===== src/rtl/avalon_mm_initiator_pkg.sv =====
// Shared types and constants for the single-outstanding Avalon-MM initiator.
package avalon_mm_initiator_pkg;

   typedef enum logic [2:0] {
      IDLE,
      WR_REQ,
      RD_REQ,
      RD_WAIT,
      RSP
   } state_e;

   localparam logic [1:0] OKAY   = 2'b00;
   localparam logic [1:0] SLVERR = 2'b10;
   localparam logic [1:0] DECERR = 2'b11;

   localparam int DEFAULT_TIMEOUT_CYCLES = 255;
   localparam int TIMER_WIDTH            = 16;

endpackage


===== src/rtl/avalon_mm_initiator_if.sv =====
// Command, completion and Avalon-MM signal bundle; master = initiator side, slave = user/responder side.
interface avalon_mm_initiator_if #(
   parameter int ADDR_WIDTH = 4
);
   logic                  cmd_valid;
   logic                  cmd_ready;
   logic                  cmd_write;
   logic [ADDR_WIDTH-1:0] cmd_addr;
   logic [31:0]           cmd_wdata;
   logic [3:0]            cmd_strb;

   logic                  rsp_valid;
   logic                  rsp_ready;
   logic                  rsp_write;
   logic [31:0]           rsp_data;
   logic [1:0]            rsp_resp;
   logic                  rsp_timeout;

   logic [ADDR_WIDTH-1:0] avl_mm_addr;
   logic                  avl_mm_read;
   logic                  avl_mm_write;
   logic [31:0]           avl_mm_writedata;
   logic [3:0]            avl_mm_byteenable;
   logic                  avl_mm_waitrequest;
   logic [31:0]           avl_mm_readdata;
   logic                  avl_mm_readdatavalid;
   logic [1:0]            avl_mm_response;

   modport master (
      input  cmd_valid, cmd_write, cmd_addr, cmd_wdata, cmd_strb,
      output cmd_ready,
      output rsp_valid, rsp_write, rsp_data, rsp_resp, rsp_timeout,
      input  rsp_ready,
      output avl_mm_addr, avl_mm_read, avl_mm_write, avl_mm_writedata, avl_mm_byteenable,
      input  avl_mm_waitrequest, avl_mm_readdata, avl_mm_readdatavalid, avl_mm_response
   );

   modport slave (
      output cmd_valid, cmd_write, cmd_addr, cmd_wdata, cmd_strb,
      input  cmd_ready,
      input  rsp_valid, rsp_write, rsp_data, rsp_resp, rsp_timeout,
      output rsp_ready,
      input  avl_mm_addr, avl_mm_read, avl_mm_write, avl_mm_writedata, avl_mm_byteenable,
      output avl_mm_waitrequest, avl_mm_readdata, avl_mm_readdatavalid, avl_mm_response
   );

endinterface


===== src/rtl/avl_timeout_counter.sv =====
// Read-response watchdog: counts enabled cycles since clear and flags the last allowed cycle.
module avl_timeout_counter
   import avalon_mm_initiator_pkg::*;
#(
   parameter int WIDTH = TIMER_WIDTH
) (
   input  logic             clk,
   input  logic             rst,
   input  logic             clear_i,
   input  logic             enable_i,
   input  logic [WIDTH-1:0] limit_i,
   output logic             expired_o
);

   logic [WIDTH-1:0] count_q;
   logic [WIDTH-1:0] count_d;

   always_comb begin
      count_d = count_q;
      if (clear_i) begin
         count_d = '0;
      end else if (enable_i && (count_q != '1)) begin
         count_d = count_q + 1'b1;
      end
   end

   always_ff @(posedge clk or posedge rst) begin
      if (rst) begin
         count_q <= '0;
      end else begin
         count_q <= count_d;
      end
   end

   // Asserted during the limit-th enabled cycle, so the waiting state lasts exactly limit cycles.
   assign expired_o = enable_i && (count_q == (limit_i - 1'b1));

endmodule


===== src/rtl/avalon_mm_initiator.sv =====
// Single-outstanding Avalon-MM initiator: command in, one bus transfer, one registered completion out.
module avalon_mm_initiator
   import avalon_mm_initiator_pkg::*;
#(
   parameter int ADDR_WIDTH     = 4,
   parameter int TIMEOUT_CYCLES = DEFAULT_TIMEOUT_CYCLES
) (
   input  logic                   clk,
   input  logic                   rst,
   avalon_mm_initiator_if.master  bus
);

   localparam logic [TIMER_WIDTH-1:0] TIMEOUT_LIMIT = TIMER_WIDTH'(TIMEOUT_CYCLES);

   state_e                state_q, state_d;
   logic [ADDR_WIDTH-1:0] avl_addr_q, avl_addr_d;
   logic                  avl_read_q, avl_read_d;
   logic                  avl_write_q, avl_write_d;
   logic [31:0]           avl_wdata_q, avl_wdata_d;
   logic [3:0]            avl_be_q, avl_be_d;
   logic                  rsp_valid_q, rsp_valid_d;
   logic                  rsp_write_q, rsp_write_d;
   logic [31:0]           rsp_data_q, rsp_data_d;
   logic [1:0]            rsp_resp_q, rsp_resp_d;
   logic                  rsp_timeout_q, rsp_timeout_d;

   logic timer_clear;
   logic timer_enable;
   logic timer_expired;

   avl_timeout_counter #(
      .WIDTH (TIMER_WIDTH)
   ) u_timeout (
      .clk       (clk),
      .rst       (rst),
      .clear_i   (timer_clear),
      .enable_i  (timer_enable),
      .limit_i   (TIMEOUT_LIMIT),
      .expired_o (timer_expired)
   );

   always_comb begin
      state_d       = state_q;
      avl_addr_d    = avl_addr_q;
      avl_read_d    = avl_read_q;
      avl_write_d   = avl_write_q;
      avl_wdata_d   = avl_wdata_q;
      avl_be_d      = avl_be_q;
      rsp_valid_d   = rsp_valid_q;
      rsp_write_d   = rsp_write_q;
      rsp_data_d    = rsp_data_q;
      rsp_resp_d    = rsp_resp_q;
      rsp_timeout_d = rsp_timeout_q;
      timer_clear   = 1'b0;
      timer_enable  = (state_q == RD_WAIT);

      unique case (state_q)
         IDLE: begin
            if (bus.cmd_valid) begin
               avl_addr_d  = bus.cmd_addr;
               avl_wdata_d = bus.cmd_write ? bus.cmd_wdata : 32'h0;
               avl_be_d    = bus.cmd_write ? bus.cmd_strb : 4'hF;
               avl_write_d = bus.cmd_write;
               avl_read_d  = !bus.cmd_write;
               state_d     = bus.cmd_write ? WR_REQ : RD_REQ;
            end
         end
         WR_REQ: begin
            if (!bus.avl_mm_waitrequest) begin
               avl_write_d   = 1'b0;
               rsp_valid_d   = 1'b1;
               rsp_write_d   = 1'b1;
               rsp_data_d    = 32'h0;
               rsp_resp_d    = OKAY;
               rsp_timeout_d = 1'b0;
               state_d       = RSP;
            end
         end
         RD_REQ: begin
            // readdatavalid in this state is never a reply to our read; it is not looked at.
            if (!bus.avl_mm_waitrequest) begin
               avl_read_d  = 1'b0;
               timer_clear = 1'b1;
               state_d     = RD_WAIT;
            end
         end
         RD_WAIT: begin
            if (bus.avl_mm_readdatavalid) begin
               rsp_valid_d   = 1'b1;
               rsp_write_d   = 1'b0;
               rsp_data_d    = bus.avl_mm_readdata;
               rsp_resp_d    = bus.avl_mm_response;
               rsp_timeout_d = 1'b0;
               state_d       = RSP;
            end else if (timer_expired) begin
               rsp_valid_d   = 1'b1;
               rsp_write_d   = 1'b0;
               rsp_data_d    = 32'h0;
               rsp_resp_d    = SLVERR;
               rsp_timeout_d = 1'b1;
               state_d       = RSP;
            end
         end
         RSP: begin
            if (bus.rsp_ready) begin
               rsp_valid_d = 1'b0;
               state_d     = IDLE;
            end
         end
         default: begin
            state_d = IDLE;
         end
      endcase
   end

   always_ff @(posedge clk or posedge rst) begin
      if (rst) begin
         state_q       <= IDLE;
         avl_addr_q    <= '0;
         avl_read_q    <= 1'b0;
         avl_write_q   <= 1'b0;
         avl_wdata_q   <= 32'h0;
         avl_be_q      <= 4'h0;
         rsp_valid_q   <= 1'b0;
         rsp_write_q   <= 1'b0;
         rsp_data_q    <= 32'h0;
         rsp_resp_q    <= 2'b00;
         rsp_timeout_q <= 1'b0;
      end else begin
         state_q       <= state_d;
         avl_addr_q    <= avl_addr_d;
         avl_read_q    <= avl_read_d;
         avl_write_q   <= avl_write_d;
         avl_wdata_q   <= avl_wdata_d;
         avl_be_q      <= avl_be_d;
         rsp_valid_q   <= rsp_valid_d;
         rsp_write_q   <= rsp_write_d;
         rsp_data_q    <= rsp_data_d;
         rsp_resp_q    <= rsp_resp_d;
         rsp_timeout_q <= rsp_timeout_d;
      end
   end

   assign bus.cmd_ready         = (state_q == IDLE);
   assign bus.rsp_valid         = rsp_valid_q;
   assign bus.rsp_write         = rsp_write_q;
   assign bus.rsp_data          = rsp_data_q;
   assign bus.rsp_resp          = rsp_resp_q;
   assign bus.rsp_timeout       = rsp_timeout_q;
   assign bus.avl_mm_addr       = avl_addr_q;
   assign bus.avl_mm_read       = avl_read_q;
   assign bus.avl_mm_write      = avl_write_q;
   assign bus.avl_mm_writedata  = avl_wdata_q;
   assign bus.avl_mm_byteenable = avl_be_q;

endmodule


===== src/flat_wrapper.sv =====
// flat-port wrapper written by rule: the top's interface ports become plain ports
module avalon_mm_initiator_flat import avalon_mm_initiator_pkg::*;
#(
   parameter int ADDR_WIDTH     = 4,
   parameter int TIMEOUT_CYCLES = DEFAULT_TIMEOUT_CYCLES
)
  (clk, rst, bus_cmd_valid, bus_cmd_write, bus_cmd_addr, bus_cmd_wdata, bus_cmd_strb, bus_cmd_ready, bus_rsp_valid, bus_rsp_write, bus_rsp_data, bus_rsp_resp, bus_rsp_timeout, bus_rsp_ready, bus_avl_mm_addr, bus_avl_mm_read, bus_avl_mm_write, bus_avl_mm_writedata, bus_avl_mm_byteenable, bus_avl_mm_waitrequest, bus_avl_mm_readdata, bus_avl_mm_readdatavalid, bus_avl_mm_response);
  avalon_mm_initiator_if #(.ADDR_WIDTH(ADDR_WIDTH)) bus_i ();
  input  logic clk;
  input  logic rst;
  input wire logic [$bits(bus_i.cmd_valid)-1:0] bus_cmd_valid;
  input wire logic [$bits(bus_i.cmd_write)-1:0] bus_cmd_write;
  input wire logic [$bits(bus_i.cmd_addr)-1:0] bus_cmd_addr;
  input wire logic [$bits(bus_i.cmd_wdata)-1:0] bus_cmd_wdata;
  input wire logic [$bits(bus_i.cmd_strb)-1:0] bus_cmd_strb;
  output wire logic [$bits(bus_i.cmd_ready)-1:0] bus_cmd_ready;
  output wire logic [$bits(bus_i.rsp_valid)-1:0] bus_rsp_valid;
  output wire logic [$bits(bus_i.rsp_write)-1:0] bus_rsp_write;
  output wire logic [$bits(bus_i.rsp_data)-1:0] bus_rsp_data;
  output wire logic [$bits(bus_i.rsp_resp)-1:0] bus_rsp_resp;
  output wire logic [$bits(bus_i.rsp_timeout)-1:0] bus_rsp_timeout;
  input wire logic [$bits(bus_i.rsp_ready)-1:0] bus_rsp_ready;
  output wire logic [$bits(bus_i.avl_mm_addr)-1:0] bus_avl_mm_addr;
  output wire logic [$bits(bus_i.avl_mm_read)-1:0] bus_avl_mm_read;
  output wire logic [$bits(bus_i.avl_mm_write)-1:0] bus_avl_mm_write;
  output wire logic [$bits(bus_i.avl_mm_writedata)-1:0] bus_avl_mm_writedata;
  output wire logic [$bits(bus_i.avl_mm_byteenable)-1:0] bus_avl_mm_byteenable;
  input wire logic [$bits(bus_i.avl_mm_waitrequest)-1:0] bus_avl_mm_waitrequest;
  input wire logic [$bits(bus_i.avl_mm_readdata)-1:0] bus_avl_mm_readdata;
  input wire logic [$bits(bus_i.avl_mm_readdatavalid)-1:0] bus_avl_mm_readdatavalid;
  input wire logic [$bits(bus_i.avl_mm_response)-1:0] bus_avl_mm_response;
  assign bus_i.cmd_valid = bus_cmd_valid;
  assign bus_i.cmd_write = bus_cmd_write;
  assign bus_i.cmd_addr = bus_cmd_addr;
  assign bus_i.cmd_wdata = bus_cmd_wdata;
  assign bus_i.cmd_strb = bus_cmd_strb;
  assign bus_cmd_ready = bus_i.cmd_ready;
  assign bus_rsp_valid = bus_i.rsp_valid;
  assign bus_rsp_write = bus_i.rsp_write;
  assign bus_rsp_data = bus_i.rsp_data;
  assign bus_rsp_resp = bus_i.rsp_resp;
  assign bus_rsp_timeout = bus_i.rsp_timeout;
  assign bus_i.rsp_ready = bus_rsp_ready;
  assign bus_avl_mm_addr = bus_i.avl_mm_addr;
  assign bus_avl_mm_read = bus_i.avl_mm_read;
  assign bus_avl_mm_write = bus_i.avl_mm_write;
  assign bus_avl_mm_writedata = bus_i.avl_mm_writedata;
  assign bus_avl_mm_byteenable = bus_i.avl_mm_byteenable;
  assign bus_i.avl_mm_waitrequest = bus_avl_mm_waitrequest;
  assign bus_i.avl_mm_readdata = bus_avl_mm_readdata;
  assign bus_i.avl_mm_readdatavalid = bus_avl_mm_readdatavalid;
  assign bus_i.avl_mm_response = bus_avl_mm_response;
  avalon_mm_initiator #(.ADDR_WIDTH(ADDR_WIDTH), .TIMEOUT_CYCLES(TIMEOUT_CYCLES)) u_core (.clk(clk), .rst(rst), .bus(bus_i));
endmodule

===== config.mk =====
export PLATFORM = sky130hd
export DESIGN_NAME = avalon_mm_initiator_flat
export DESIGN_NICKNAME = d
export VERILOG_FILES = /design/src/rtl/avalon_mm_initiator_pkg.sv /design/src/rtl/avalon_mm_initiator_if.sv /design/src/rtl/avl_timeout_counter.sv /design/src/rtl/avalon_mm_initiator.sv /design/src/flat_wrapper.sv
export SDC_FILE = /design/constraint.sdc
export NUM_CORES = 1
export LEC_CHECK = 0
export CAP_MARGIN = 20
export CORE_UTILIZATION = 47
export DETAILED_ROUTE_END_ITERATION = 16
export PLACE_DENSITY = 0.89
export SETUP_SLACK_MARGIN = 0.5
export SLEW_MARGIN = 20
export SYNTH_ARGS = -nofsm -noshare
export SYNTH_HDL_FRONTEND = slang
export SYNTH_SLANG_ARGS = --single-unit

===== constraint.sdc =====
create_clock -name clk -period 8.35 [get_ports clk]
set_clock_uncertainty 0.15 [all_clocks]
set_input_delay 2.0875 -clock clk [delete_from_list [all_inputs] [get_ports clk]]
set_output_delay 2.0875 -clock clk [all_outputs]
set_load 0.02 [all_outputs]

### Yosys cells after proc, flatten, opt, wreduce, memory -nomap -nowiden

Index checks and enable logic that the tools add are counted.

* add/sub/neg operators: 1
* eq/ne operators: 11
* multiplexer cells: 37
* reductions and logical operators: 15

Operator list (count)
* $mux W32: 4
* $pmux W32 S2: 1
* $mux W16: 2
* $mux W3: 6
* $add A16 B1 Y16 const B: 1
* $eq A16 B8 Y1 const B: 1
* $ne A16 B16 Y1 const B: 1
* $pmux W3 S5: 1
* $mux W1: 12
* $reduce_and A3 Y1: 3
* $mux W2: 4
* $ne A2 B2 Y1 const B: 4
* $pmux W1 S2: 4
* $reduce_bool A2 Y1: 4
* $eq A3 B2 Y1 const B: 2
* $reduce_and A5 Y1: 1
* $mux W4: 1
* $pmux W2 S2: 1
* $reduce_and A4 Y1: 1
* $eq A3 B1 Y1 const B: 1
* $eq A3 B3 Y1 const B: 1
* $logic_not A3 Y1: 1
* $ne A3 B2 Y1 const B: 1
* $pmux W1 S3: 1
* 4 further kinds: 5

* bits in registers: 98
* input bits: 81

### Logic depth before layout (Yosys ltp)

Gate-level depths: netlist (run 1).

* depth after elaboration: 5
* gate-level depth with buffers: 7
* mapped depth without buffers: 6

### By module

A second synthesis (run 1) with hierarchy kept.

* cell total of the unflattened synthesis: 456
* area total of the unflattened synthesis: 4600.7 um2

Modules (own cells, without submodules)
* avalon_mm_initiator: times used 1, cells each 294, area each 3228.1 um2
* avl_timeout_counter: times used 1, cells each 162, area each 1372.6 um2

### Least setup slack after synthesis (run 1)

No wires, ideal clock.

* path kind: input to register
* start: in bus_avl_mm_waitrequest
* end: reg u_core.u_timeout.count_q[9]
* data arrival time: 3204 ps
* required time: 8080 ps
* setup slack: 4876 ps
* stages on the path: 5
* path buffers: 1
* path through: or4b_2 > clkbuf_1 > nand2_1 > a21oi_1 > a31o_2

* cells in the longest elaborated chain, start to end: 3
* elaborated cells between the ends (all ways): 4

RTL lines
* start, declared: line flat_wrapper.sv:28 `input wire logic [$bits(bus_i.avl_mm_waitrequest)-1:0] bus_avl_mm_waitrequest;`
* $mux W1 (*): line avalon_mm_initiator.sv:81 `if (!bus.avl_mm_waitrequest) begin`
* $mux W1 (*): line avalon_mm_initiator.sv:57 `unique case (state_q)`
* $mux W16 or $reduce_bool A2 Y1 (tied branches)
* end signal, assigned: line avl_timeout_counter.sv:31 `count_q <= count_d;`
* end, declared: line avl_timeout_counter.sv:15 `logic [WIDTH-1:0] count_q;`

Mark *: on every way between the ends. The rest lies on a longest branch, timed or not.
A chain may end at the register's enable or synchronous reset.

### Final worst setup path (run 1)

* start: reg u_core.state_q[2]
* end: out bus_cmd_ready

* cells in the longest elaborated chain, start to end: 1

RTL lines
* start, declared: line avalon_mm_initiator.sv:15 `state_e state_q, state_d;`
* start signal, assigned: line avalon_mm_initiator.sv:130 `state_q <= state_d;`
* $logic_not A3 Y1: line avalon_mm_initiator.sv:144 `assign bus.cmd_ready = (state_q == IDLE);`
* end, declared: line flat_wrapper.sv:16 `output wire logic [$bits(bus_i.cmd_ready)-1:0] bus_cmd_ready;`

No other way between the ends.

==> summary.md, run 1 <==
| Metric | Value |
|---|---|
| Top-count cell post-synth | `dfrtp_1` |
| Worst slack at placement | `4.08 ns` |
| Crit Path Max Fanout | `14` |
| Reg2Reg Setup Slack | `5.98 ns` |
| DRT iter0 DRCs | `214` |
| Hold Path Class | `flop to flop` |
| H-tree depth | `3` |
| DP Area | `5830 um2` |
| Relative slew slack | `0.358` |
| Flops & latches, synth | `98` |
| Vias in the first global route | `3372` |
| Ant. Diodes | `0` |
| Synth top area share | `0.588` |
| Dominant cells by area after synthesis | `dfrtp_1 59%, nand2_1 7.4%, a22o_1 5.9%` |
| Final period utilization | `0.485` |
| Clock transition at path regs | `0.09 ns` |
| Layout Nets | `621` |
| Post-CTS setup buffer count | `0` |
| Cells after Synth | `386` |
| Initial DRT Pass Iterations | `4` |
| Post-layout min period | `4.05 ns` |
| CTS tree | `yes` |
| Crit. End Element | `output port` |
| Max_cap viols | `0` |
| Net Count, Synth | `469` |
| Synth unique cells | `47` |
| Fin area | `6040 um2` |
| Worst-Skew Late Latency | `0.35 ns` |
| RD Place Congestion | `0.870` |
| Final setup fails | `0` |
| Setup TNS | `0 ns` |
| CP max stage cell | `clkdlybuf4s50_1` |
| Status | `finished, final reports clean` |
| Leakage | `2.59 nW` |
| Largest net degree at the start of global routing | `80` |
| Routed WL per cell | `15.9 um` |
| Crit start category | `flop` |
| Most frequent cells after synthesis | `98 x dfrtp_1, 82 x nand2_1, 44 x o21ai_0` |
| Tightest Pin Transition | `0.963 ns` |
| Crit path DAT | `1.81 ns` |
| Netlist Area Pre-Place | `4170 um2` |
| Sink Count | `98` |
| Worst Hold Launch | `u_core.bus.avl_mm_writedata[19]` |
| Critical Path Max Stage Delay | `0.67 ns` |
| Syn avg cell area | `10.8 um2` |
| Final Worst Setup Slack | `4.30 ns` |
| Post-synth EDFFs | `0` |
| Fin cells | `649` |
| Site Rows | `34` |
| Initial antenna violation count | `0` |
| Pwr dens | `321 nW/um2` |
| Die height | `96.2 um` |
| Overall routed net length | `10300 um` |
| CTS resizes | `0` |
| Yosys Warn Count | `0` |
| Post-synth top flop | `dfrtp_1` |
| Register area share after synthesis | `0.588` |
| Hold-critical path endpoint | `u_core.bus.avl_mm_writedata[19]` |
| IO Count | `161` |
| Layout cells sized above 1 | `0.0758` |
| Fin. Hold Viols | `0` |
| RSZ-0062 raised after global routing | `no` |
| Worst r2r path cells | `5` |
| Final ANT Viol Nets | `0` |
| Asr flop ratio synth | `1.00` |
| Core box area | `8640 um2` |
| Register area | `2450 um2` |
| Hold-fix buffers, CTS | `0` |
| Synth area leader | `dfrtp_1` |
| Fmax | `247 MHz` |
| Clk buf depth | `2` |
| Worst Setup Path Type | `flop to output port` |
| R2R Path Start | `u_core.u_timeout.count_q[0]` |
| Cts bufs inserted | `9` |
| Vias per cell | `5.46` |
| Port Buffers | `160` |
| Drc violations | `0` |
| Die X-Extent | `96.2 um` |
| Area of the multi-input gates | `1590 um2` |
| Total number of vias | `3541` |
| GRT overflow | `0` |
| Crit-path cells | `nor3_1, clkdlybuf4s50_1` |
| Worst endpoint required time | `6.11 ns` |
| Die area | `9260 um2` |
| FF-to-FF End | `u_core.u_timeout.count_q[12]` |
| Global Route Usage Sum | `0.233` |
| Core Util, Final | `0.700` |
| Initial Util | `0.483` |
| Max VDD drop | `207 uV` |
| First-pass GRT wire length | `16300 um` |
| Slew Viols, Final | `0` |
| P&R area growth vs syn | `44.8%` |
| Post-DP HPWL | `7230 um` |
| Fillers | `630` |
| Clock tree root driver cell | `clkbuf_8` |
| Hold path cells | `2` |
| Placed Instances | `635` |
| Minimum hold slack | `0.337 ns` |
| Pwr Total | `1.94 mW` |
## cell type report
cell class	instances	area share
flip-flops and latches	98	0.406
repair buffers	163	0.268
multi-input cells	258	0.263
clock buffers	10	0.0228
well taps	108	0.0224
clock inverters	4	0.0126
inverters	8	0.00539
## power breakdown
| group | switching [mW] | total (mW) | internal (mW) |
|---|---|---|---|
| Combinational | 0.442 | 0.848 | 0.406 |
| Sequential | 0.126 | 0.763 | 0.637 |
| Clock | 0.156 | 0.331 | 0.175 |
| Total | 0.724 | 1.94 | 1.22 |
## registers in the layout, summed over array words and instances (netlist names)
name	cells
u_core.state_q	3
u_core.bus.avl_mm_read	1
u_core.bus.avl_mm_byteenable	4
u_core.bus.avl_mm_write	1
u_core.bus.rsp_resp	2
u_core.bus.rsp_data	32
u_core.bus.rsp_timeout	1
u_core.bus.rsp_valid	1
u_core.bus.avl_mm_writedata	32
u_core.u_timeout.count_q	16
u_core.bus.rsp_write	1
u_core.bus.avl_mm_addr	4
## worst max-delay path by stage
stage                       from                         to  slack, ns
4_1_cts        u_core.state_q[2]              bus_cmd_ready       4.29
3_5_place_dp       bus_cmd_write          u_core.state_q[0]       4.08
2_1_floorplan                rst  u_core.bus.avl_mm_addr[0]       3.55
3_3_place_gp       bus_cmd_write          u_core.state_q[0]       4.10
6_report       u_core.state_q[2]              bus_cmd_ready       4.30
5_1_grt        u_core.state_q[2]              bus_cmd_ready       4.19
## logic make-up (layout without fill, tap and decap cells)
| family | Yosys count | in the layout | share of synthesized area |
|---|---|---|---|
| buf+inv | 30 | 185 | 0.0333 |
| simple gates | 136 | 136 | 0.166 |
| mux | 9 | 9 | 0.0228 |
| fa+ha+maj | 2 | 2 | 0.00600 |
| flops | 98 | 98 | 0.588 |
| compound gates | 111 | 111 | 0.184 |
## layer usage
metal / wire [um] / part of all wire / vias up / track usage
li1: - / - / 1683 / -
met5: 0 / 0 / - / 0
met2: 5040 / 0.49 / 150 / 0.374
met1: 4230 / 0.41 / 1698 / 0.289
met3: 920 / 0.089 / 10 / 0.0893
met4: 142 / 0.014 / 0 / 0.0784
## worst max-delay path, delay by kind of cell (launching register included)
| kind | cells | cell delay [ns] |
|---|---|---|
| and+or+nand+nor | 1 | 0.23 |
| buffers and inverters | 1 | 0.67 |
| DFF | 1 | 0.56 |
## placed cells by master (no fill, tap or decap), drive strengths merged, types with 6 or more instances in the layout
cell type      netlist  routed
a21oi               12      12
a22o                33      33
clkbuf              16      10
clkdlybuf4s50        0     159
dfrtp               98      98
inv                  8       9
nand2               82      82
nand3                7       7
nor2b                6       6
nor4                 6       6
o21ai               45      45
Power figures use the tool's default switching activity.
==> run 2, diff against run 1 <==
--- a/config.mk
+++ b/config.mk
@@ -6,9 +6,9 @@
 export NUM_CORES = 1
 export LEC_CHECK = 0
 export CAP_MARGIN = 20
-export CORE_UTILIZATION = 47
+export CORE_UTILIZATION = 40
 export DETAILED_ROUTE_END_ITERATION = 16
-export PLACE_DENSITY = 0.89
+export PLACE_DENSITY = 0.81
 export SETUP_SLACK_MARGIN = 0.5
 export SLEW_MARGIN = 20
 export SYNTH_ARGS = -nofsm -noshare
==> constraint.sdc (replaced) <==
create_clock -name clk -period 3.3 [get_ports clk]
set_clock_uncertainty 0.15 [all_clocks]
set_input_delay 0.825 -clock clk [delete_from_list [all_inputs] [get_ports clk]]
set_output_delay 0.825 -clock clk [all_outputs]
set_load 0.02 [all_outputs]
==> summary.md, run 2 (synthesis gave the netlist of run 1 again) <==
| Metric | Value |
|---|---|
| Worst endpoint required time | `3.41 ns (-2.70 ns)` |
| Fillers | `788 (+25%)` |
| Initial antenna violation count | `0 (unchanged)` |
| Clock tree root driver cell | `clkbuf_8` |
| RD Place Congestion | `0.824 (-5.3%)` |
| R2R Path Start | `u_core.state_q[2]` |
| Relative slew slack | `0.429 (+0.0709)` |
| Leakage | `2.64 nW (+2.0%)` |
| Initial Util | `0.419 (-0.0640)` |
| Setup TNS | `0 ns (unchanged)` |
| Top routing layer used | `met4` |
| Reg2Reg Setup Slack | `0.95 ns (-5.03 ns)` |
| DP Area | `5910 um2 (+1.4%)` |
| CP delay by family, top | `simple AND/OR/NAND/NOR gates` |
| Core box area | `9950 um2 (+15%)` |
| Global Route Usage Sum | `0.205 (-0.0282)` |
| Max VDD drop | `440 uV (+110%)` |
| Vias in the first global route | `3570 (+5.9%)` |
| Met3 Wirelength | `987 um (+7.3%)` |
| Worst-Skew Late Latency | `0.37 ns (+0.02 ns)` |
| Critical Path End | `u_core.u_timeout.count_q[9]` |
| Hold-fix buffers, CTS | `0 (unchanged)` |
| Post-DP HPWL | `7770 um (+7.4%)` |
| Sink Count | `98 (unchanged)` |
| Int Pwr | `3.10 mW (+150%)` |
| Ant. Diodes | `0 (unchanged)` |
| Crit Path Max Fanout | `9 (-5)` |
| P&R area growth vs syn | `47.5%` |
| Port Buffers | `160 (unchanged)` |
| Clock transition at path regs | `0.10 ns (about the same)` |
| Drc violations | `0 (unchanged)` |
| Vias per cell | `5.21 (-4.6%)` |
| Crit path from | `bus_avl_mm_waitrequest` |
| CP Buf/Inv Count | `1 (unchanged)` |
| Initial DRT Pass Iterations | `4 (unchanged)` |
| Critical Path Max Stage Delay | `0.79 ns (+0.12 ns)` |
| DRT iter0 DRCs | `179 (-16%)` |
| Worst r2r path cells | `4 (-1)` |
| Post-CTS setup buffer count | `0 (unchanged)` |
| RSZ-0062 raised after global routing | `no` |
| NetSw | `1.88 mW (+160%)` |
| Fin. Hold Viols | `0 (unchanged)` |
| H-tree depth | `3 (unchanged)` |
| Part of the power in registers | `0.387 (-0.006)` |
| CTS tree | `yes` |
| Final ANT Viol Nets | `0 (unchanged)` |
| Tightest Pin Transition | `0.853 ns (-0.110 ns)` |
| Crit-path cells | `clkdlybuf4s50_1, or4b_2, nand2_1, a21oi_1, a31o_2` |
| Fmax | `409 MHz` |
| Overall routed net length | `10700 um (+3.4%)` |
| Largest net degree at the start of global routing | `99 (+24%)` |
| Levels on crit path | `5 (+3)` |
| First-pass GRT wire length | `17600 um (+8.2%)` |
| Clock share of power | `0.181 (+0.011)` |
| Site Rows | `36 (+5.9%)` |
| CP max stage cell | `or4b_2` |
| Combinational fraction of design power | `0.432 (-0.005)` |
| Fin area | `6150 um2 (+1.8%)` |
| CTS resizes | `0 (unchanged)` |
| Crit path DAT | `2.55 ns (+0.74 ns)` |
| Cts bufs inserted | `9 (unchanged)` |
| Layout Nets | `626 (+0.81%)` |
| Die area | `10800 um2 (+17%)` |
| Routed WL per cell | `15.7 um (-1.5%)` |
| Pwr dens | `809 nW/um2 (+150%)` |
| Hold Path Class | `flop to flop` |
| Net Sw Frac | `0.378 (+0.00466)` |
| Worst Setup Path Type | `primary input to flop` |
| Die X-Extent | `104 um (+8.2%)` |
| Hold path cells | `2 (unchanged)` |
| Clk buf depth | `2 (unchanged)` |
| Final setup fails | `0 (unchanged)` |
| Final period utilization | `0.741` |
| Most common cell after layout, fill and taps aside | `clkdlybuf4s50_1` |
| Crit start category | `primary input` |
| FF-to-FF End | `u_core.u_timeout.count_q[9]` |
| Total number of vias | `3545 (+0.11%)` |
| Met2 WL | `5060 um (+0.38%)` |
| Max_cap viols | `0 (unchanged)` |
| GRT overflow | `0 (unchanged)` |
| IO Count | `161 (unchanged)` |
| Post-layout min period | `2.44 ns` |
| Slew Viols, Final | `0 (unchanged)` |
| Layout cells sized above 1 | `0.0858 (+0.00998)` |
| Pwr Total | `4.98 mW (+160%)` |
| Die height | `104 um (+8.2%)` |
| Crit. End Element | `flop` |
| Met1 Wirelength | `4470 um (+5.6%)` |
| Most frequent cells in the layout | `159 x clkdlybuf4s50_1, 98 x dfrtp_1, 82 x nand2_1` |
| Status | `finished, final reports clean` |
-- run 2: final cells by class --
type                            instances  area [um2]  share of cell area
Inverter                                8        33.8             0.00549
Tap cell                              133         166              0.0271
Multi-Input combinational cell        258        1590               0.258
Sequential cell                        98        2450               0.399
Timing Repair Buffer                  168        1680               0.273
Clock buffer                            9         124              0.0201
Clock inverter                          7         110              0.0179
-- run 2: how the worst min path moves through the flow --
stage                                                from  slack [ns]                              end
after global routing       u_core.bus.avl_mm_writedata[7]        0.36   u_core.bus.avl_mm_writedata[7]
final                     u_core.bus.avl_mm_byteenable[1]        0.34  u_core.bus.avl_mm_byteenable[1]
after floorplan               u_core.u_timeout.count_q[8]        0.33      u_core.u_timeout.count_q[8]
after detailed placement  u_core.bus.avl_mm_writedata[13]        0.32  u_core.bus.avl_mm_writedata[13]
after global placement    u_core.bus.avl_mm_writedata[17]        0.31  u_core.bus.avl_mm_writedata[17]
after CTS                 u_core.bus.avl_mm_writedata[13]        0.34  u_core.bus.avl_mm_writedata[13]
-- run 2: worst reg2reg max path: cells and delay by family, from the launching register on --
family | cells | cell delay [ns]
and+or+nand+nor | 2 | 1.13
DFF | 1 | 0.55
AOI/OAI and AO/OA | 2 | 0.43
-- run 2: stage by stage --
stage                     instances  worst slack (ns)  utilization  hold slack [ns]
after floorplan                 386              1.09            -            0.325
after global placement          665             0.527        0.594            0.310
after detailed placement        665             0.472        0.594            0.319
after CTS                       681             0.505        0.618            0.342
after global routing            681             0.691        0.618            0.356
final                           681             0.856        0.618            0.337
-- run 2: routing by layer --
metal,vias up,track usage
met5,-,0
met4,0,0.0673
met3,15,0.0777
met2,152,0.336
met1,1669,0.248
li1,1709,-
-- run 2: power by group through the flow --
| stage | Combinational [mW] | Clock [mW] | Sequential [mW] |
|---|---|---|---|
| 5_1_grt | 2.32 | 0.970 | 1.99 |
| 6_report | 2.15 | 0.901 | 1.92 |
| 2_1_floorplan | 0.777 | 0 | 2.30 |
| 4_1_cts | 2.18 | 0.921 | 1.92 |
| 3_5_place_dp | 2.17 | 0 | 1.94 |
| 3_3_place_gp | 2.13 | 0 | 1.92 |
==> run 3, diff against run 2 <==
==> constraint.sdc (replaced) <==
create_clock -name clk -period 2.18 [get_ports clk]
set_clock_uncertainty 0.15 [all_clocks]
set_input_delay 0.545 -clock clk [delete_from_list [all_inputs] [get_ports clk]]
set_output_delay 0.545 -clock clk [all_outputs]
set_load 0.02 [all_outputs]
==> summary.md, run 3 (synthesis gave the netlist of run 1 again) <==
| Metric | Value |
|---|---|
| Fillers | `694 (-12%)` |
| Max VDD drop | `745 uV (+69%)` |
| Initial antenna violation count | `0 (unchanged)` |
| Hold-critical path endpoint | `u_core.bus.avl_mm_byteenable[0]` |
| DRT iter0 DRCs | `223 (+25%)` |
| Crit path DAT | `2.10 ns (-0.45 ns)` |
| Total number of vias | `4198 (+18%)` |
| Global Route Usage Sum | `0.237 (+0.0323)` |
| Fmax | `508 MHz` |
| Clock tree root driver cell | `clkbuf_8` |
| Worst Hold Launch | `u_core.bus.avl_mm_byteenable[0]` |
| Vias per cell | `5.49 (+5.4%)` |
| Largest net degree at the start of global routing | `69 (-30%)` |
| DP Area | `6100 um2 (+3.1%)` |
| Worst Setup Path Type | `flop to flop` |
| Fin area | `7090 um2 (+15%)` |
| Layout Nets | `710 (+13%)` |
| Worst-Skew Late Latency | `0.36 ns (about the same)` |
| Placed Instances | `677 (+1.8%)` |
| FF-to-FF End | `u_core.u_timeout.count_q[7]` |
| Clk buf depth | `2 (unchanged)` |
| Status | `finished, final reports clean` |
| Port Buffers | `160 (unchanged)` |
| CP max stage cell | `or4_1` |
| Post-layout min period | `1.97 ns` |
| Die X-Extent | `104 um (unchanged)` |
| Drc violations | `0 (unchanged)` |
| Final ANT Viol Nets | `0 (unchanged)` |
| Site Rows | `36 (unchanged)` |
| Fin cells | `765 (+12%)` |
| Clock transition at path regs | `0.11 ns (about the same)` |
| Pwr Total | `8.50 mW (+71%)` |
| Sink Count | `98 (unchanged)` |
| Routed WL per cell | `19.7 um (+26%)` |
| Worst slack at placement | `-0.259 ns (-0.731 ns)` |
| Vias in the first global route | `4125 (+16%)` |
| Final setup fails | `0 (unchanged)` |
| Crit-path cells | `and3b_2, nand3_2, or4_1, a21oi_1` |
| IO Count | `161 (unchanged)` |
| R2R Path Start | `u_core.state_q[2]` |
| Worst endpoint required time | `2.31 ns (-1.10 ns)` |
| CTS tree | `yes` |
| Critical Path Max Stage Delay | `0.58 ns (-0.21 ns)` |
| Leakage | `3.38 nW (+28%)` |
| Fin. Hold Viols | `0 (unchanged)` |
| Overall routed net length | `15100 um (+41%)` |
| GRT overflow | `0 (unchanged)` |
| Crit start category | `flop` |
| H-tree depth | `3 (unchanged)` |
| RSZ-0062 raised after global routing | `yes` |
| Core box area | `9950 um2 (unchanged)` |
| Die area | `10800 um2 (unchanged)` |
| Core Util, Final | `0.712 (+0.0940)` |
| Slew Viols, Final | `0 (unchanged)` |
| First-pass GRT wire length | `20600 um (+17%)` |
| Post-DP HPWL | `7920 um (+2.0%)` |
| RD Place Congestion | `0.845 (+2.6%)` |
| Crit Path Max Fanout | `6 (-3)` |
| Most frequent cells in the layout | `90 x dfrtp_1, 79 x clkdlybuf4s50_1, 78 x buf_2` |
| Max_cap viols | `0 (unchanged)` |
| Most common cell after layout, fill and taps aside | `dfrtp_1` |
| Worst r2r path cells | `4 (unchanged)` |
| Initial Util | `0.419 (unchanged)` |
| Hold path cells | `2 (unchanged)` |
| Setup TNS | `0 ns (unchanged)` |
| Final period utilization | `0.902` |
| Layout cells sized above 1 | `0.438 (+0.353)` |
| P&R area growth vs syn | `69.9%` |
| Pwr dens | `1200 nW/um2 (+48%)` |
| Ant. Diodes | `0 (unchanged)` |
| Crit. End Element | `flop` |
| Relative slew slack | `0.722 (+0.292)` |
| Tightest Pin Transition | `0.413 ns (-0.440 ns)` |
| Initial DRT Pass Iterations | `4 (unchanged)` |
| Die height | `104 um (unchanged)` |
| Cts bufs inserted | `9 (unchanged)` |
| Minimum hold slack | `0.341 ns (+0.00391 ns)` |
| Reg2Reg Setup Slack | `0.21 ns (-0.74 ns)` |
| Hold Path Class | `flop to flop` |
| Final Worst Setup Slack | `0.213 ns (-0.643 ns)` |
## run 3: cell types whose count changed in the layout (fill, tap and decap cells not counted), sizes merged
| cell | previous run | this run |
|---|---|---|
| buf | 8 | 157 |
| bufinv | 2 | 0 |
| clkbuf | 9 | 18 |
| clkdlybuf4s50 | 159 | 79 |
| clkinv | 2 | 3 |
| clkinvlp | 1 | 2 |
| dlygate4sd2 | 0 | 1 |
| dlymetal6s2s | 1 | 0 |
| o21ai | 45 | 51 |
## run 3: layout make-up
type	instances	area [um2]	share of cell area
Clock buffer	9	124	0.0175
Clock inverter	7	58.8	0.00830
Inverter	8	37.5	0.00530
Multi-Input combinational cell	264	2040	0.288
Sequential cell	98	2460	0.347
Tap cell	133	166	0.0235
Timing Repair Buffer	246	2190	0.310
## run 3: per-layer routing
layer / global-route usage / up-vias / wire length, um
li1: - / 1886 / -
met1: 0.298 / 2066 / 5700
met4: 0.0684 / 0 / 497
met2: 0.403 / 207 / 7820
met5: 0 / - / 0
met3: 0.0608 / 39 / 1070
## run 3: worst max-delay path by stage
stage | slack (ns) | from | to | cells past startpoint
2_1_floorplan | 0.27 | u_core.u_timeout.count_q[1] | u_core.u_timeout.count_q[10] | 5
3_3_place_gp | -0.18 | bus_avl_mm_readdatavalid | u_core.bus.rsp_data[28] | 5
3_5_place_dp | -0.26 | bus_avl_mm_readdatavalid | u_core.bus.rsp_data[7] | 5
4_1_cts | 0.16 | u_core.u_timeout.count_q[8] | u_core.bus.rsp_data[3] | 5
5_1_grt | 0.15 | u_core.u_timeout.count_q[8] | u_core.bus.rsp_write | 6
6_report | 0.21 | u_core.state_q[2] | u_core.u_timeout.count_q[7] | 4
## run 3: repair_timing
action | 4_1_cts | 5_1_grt
pin swaps | 20 | 30
cloned | 5 | 16
setup buffers | 28 | 23
hold buffers | 0 | 0
resized for setup | 355 | 112
endpoints found under the setup margin | 173 | 95
## run 3: where the power goes
group,internal [mW],leakage [nW],switching [mW]
combinational,2.05,2.01,2.39
clock,0.439,0.0978,0.706
sequential,2.45,1.28,0.460
total,4.94,3.38,3.56
## run 3: worst max-delay path, delay by kind of cell (launching register included)
| kind | cells | cell delay (ns) |
|---|---|---|
| and+or+nand+nor | 3 | 1.07 |
| DFF | 1 | 0.47 |
| AOI/OAI and AO/OA | 1 | 0.20 |
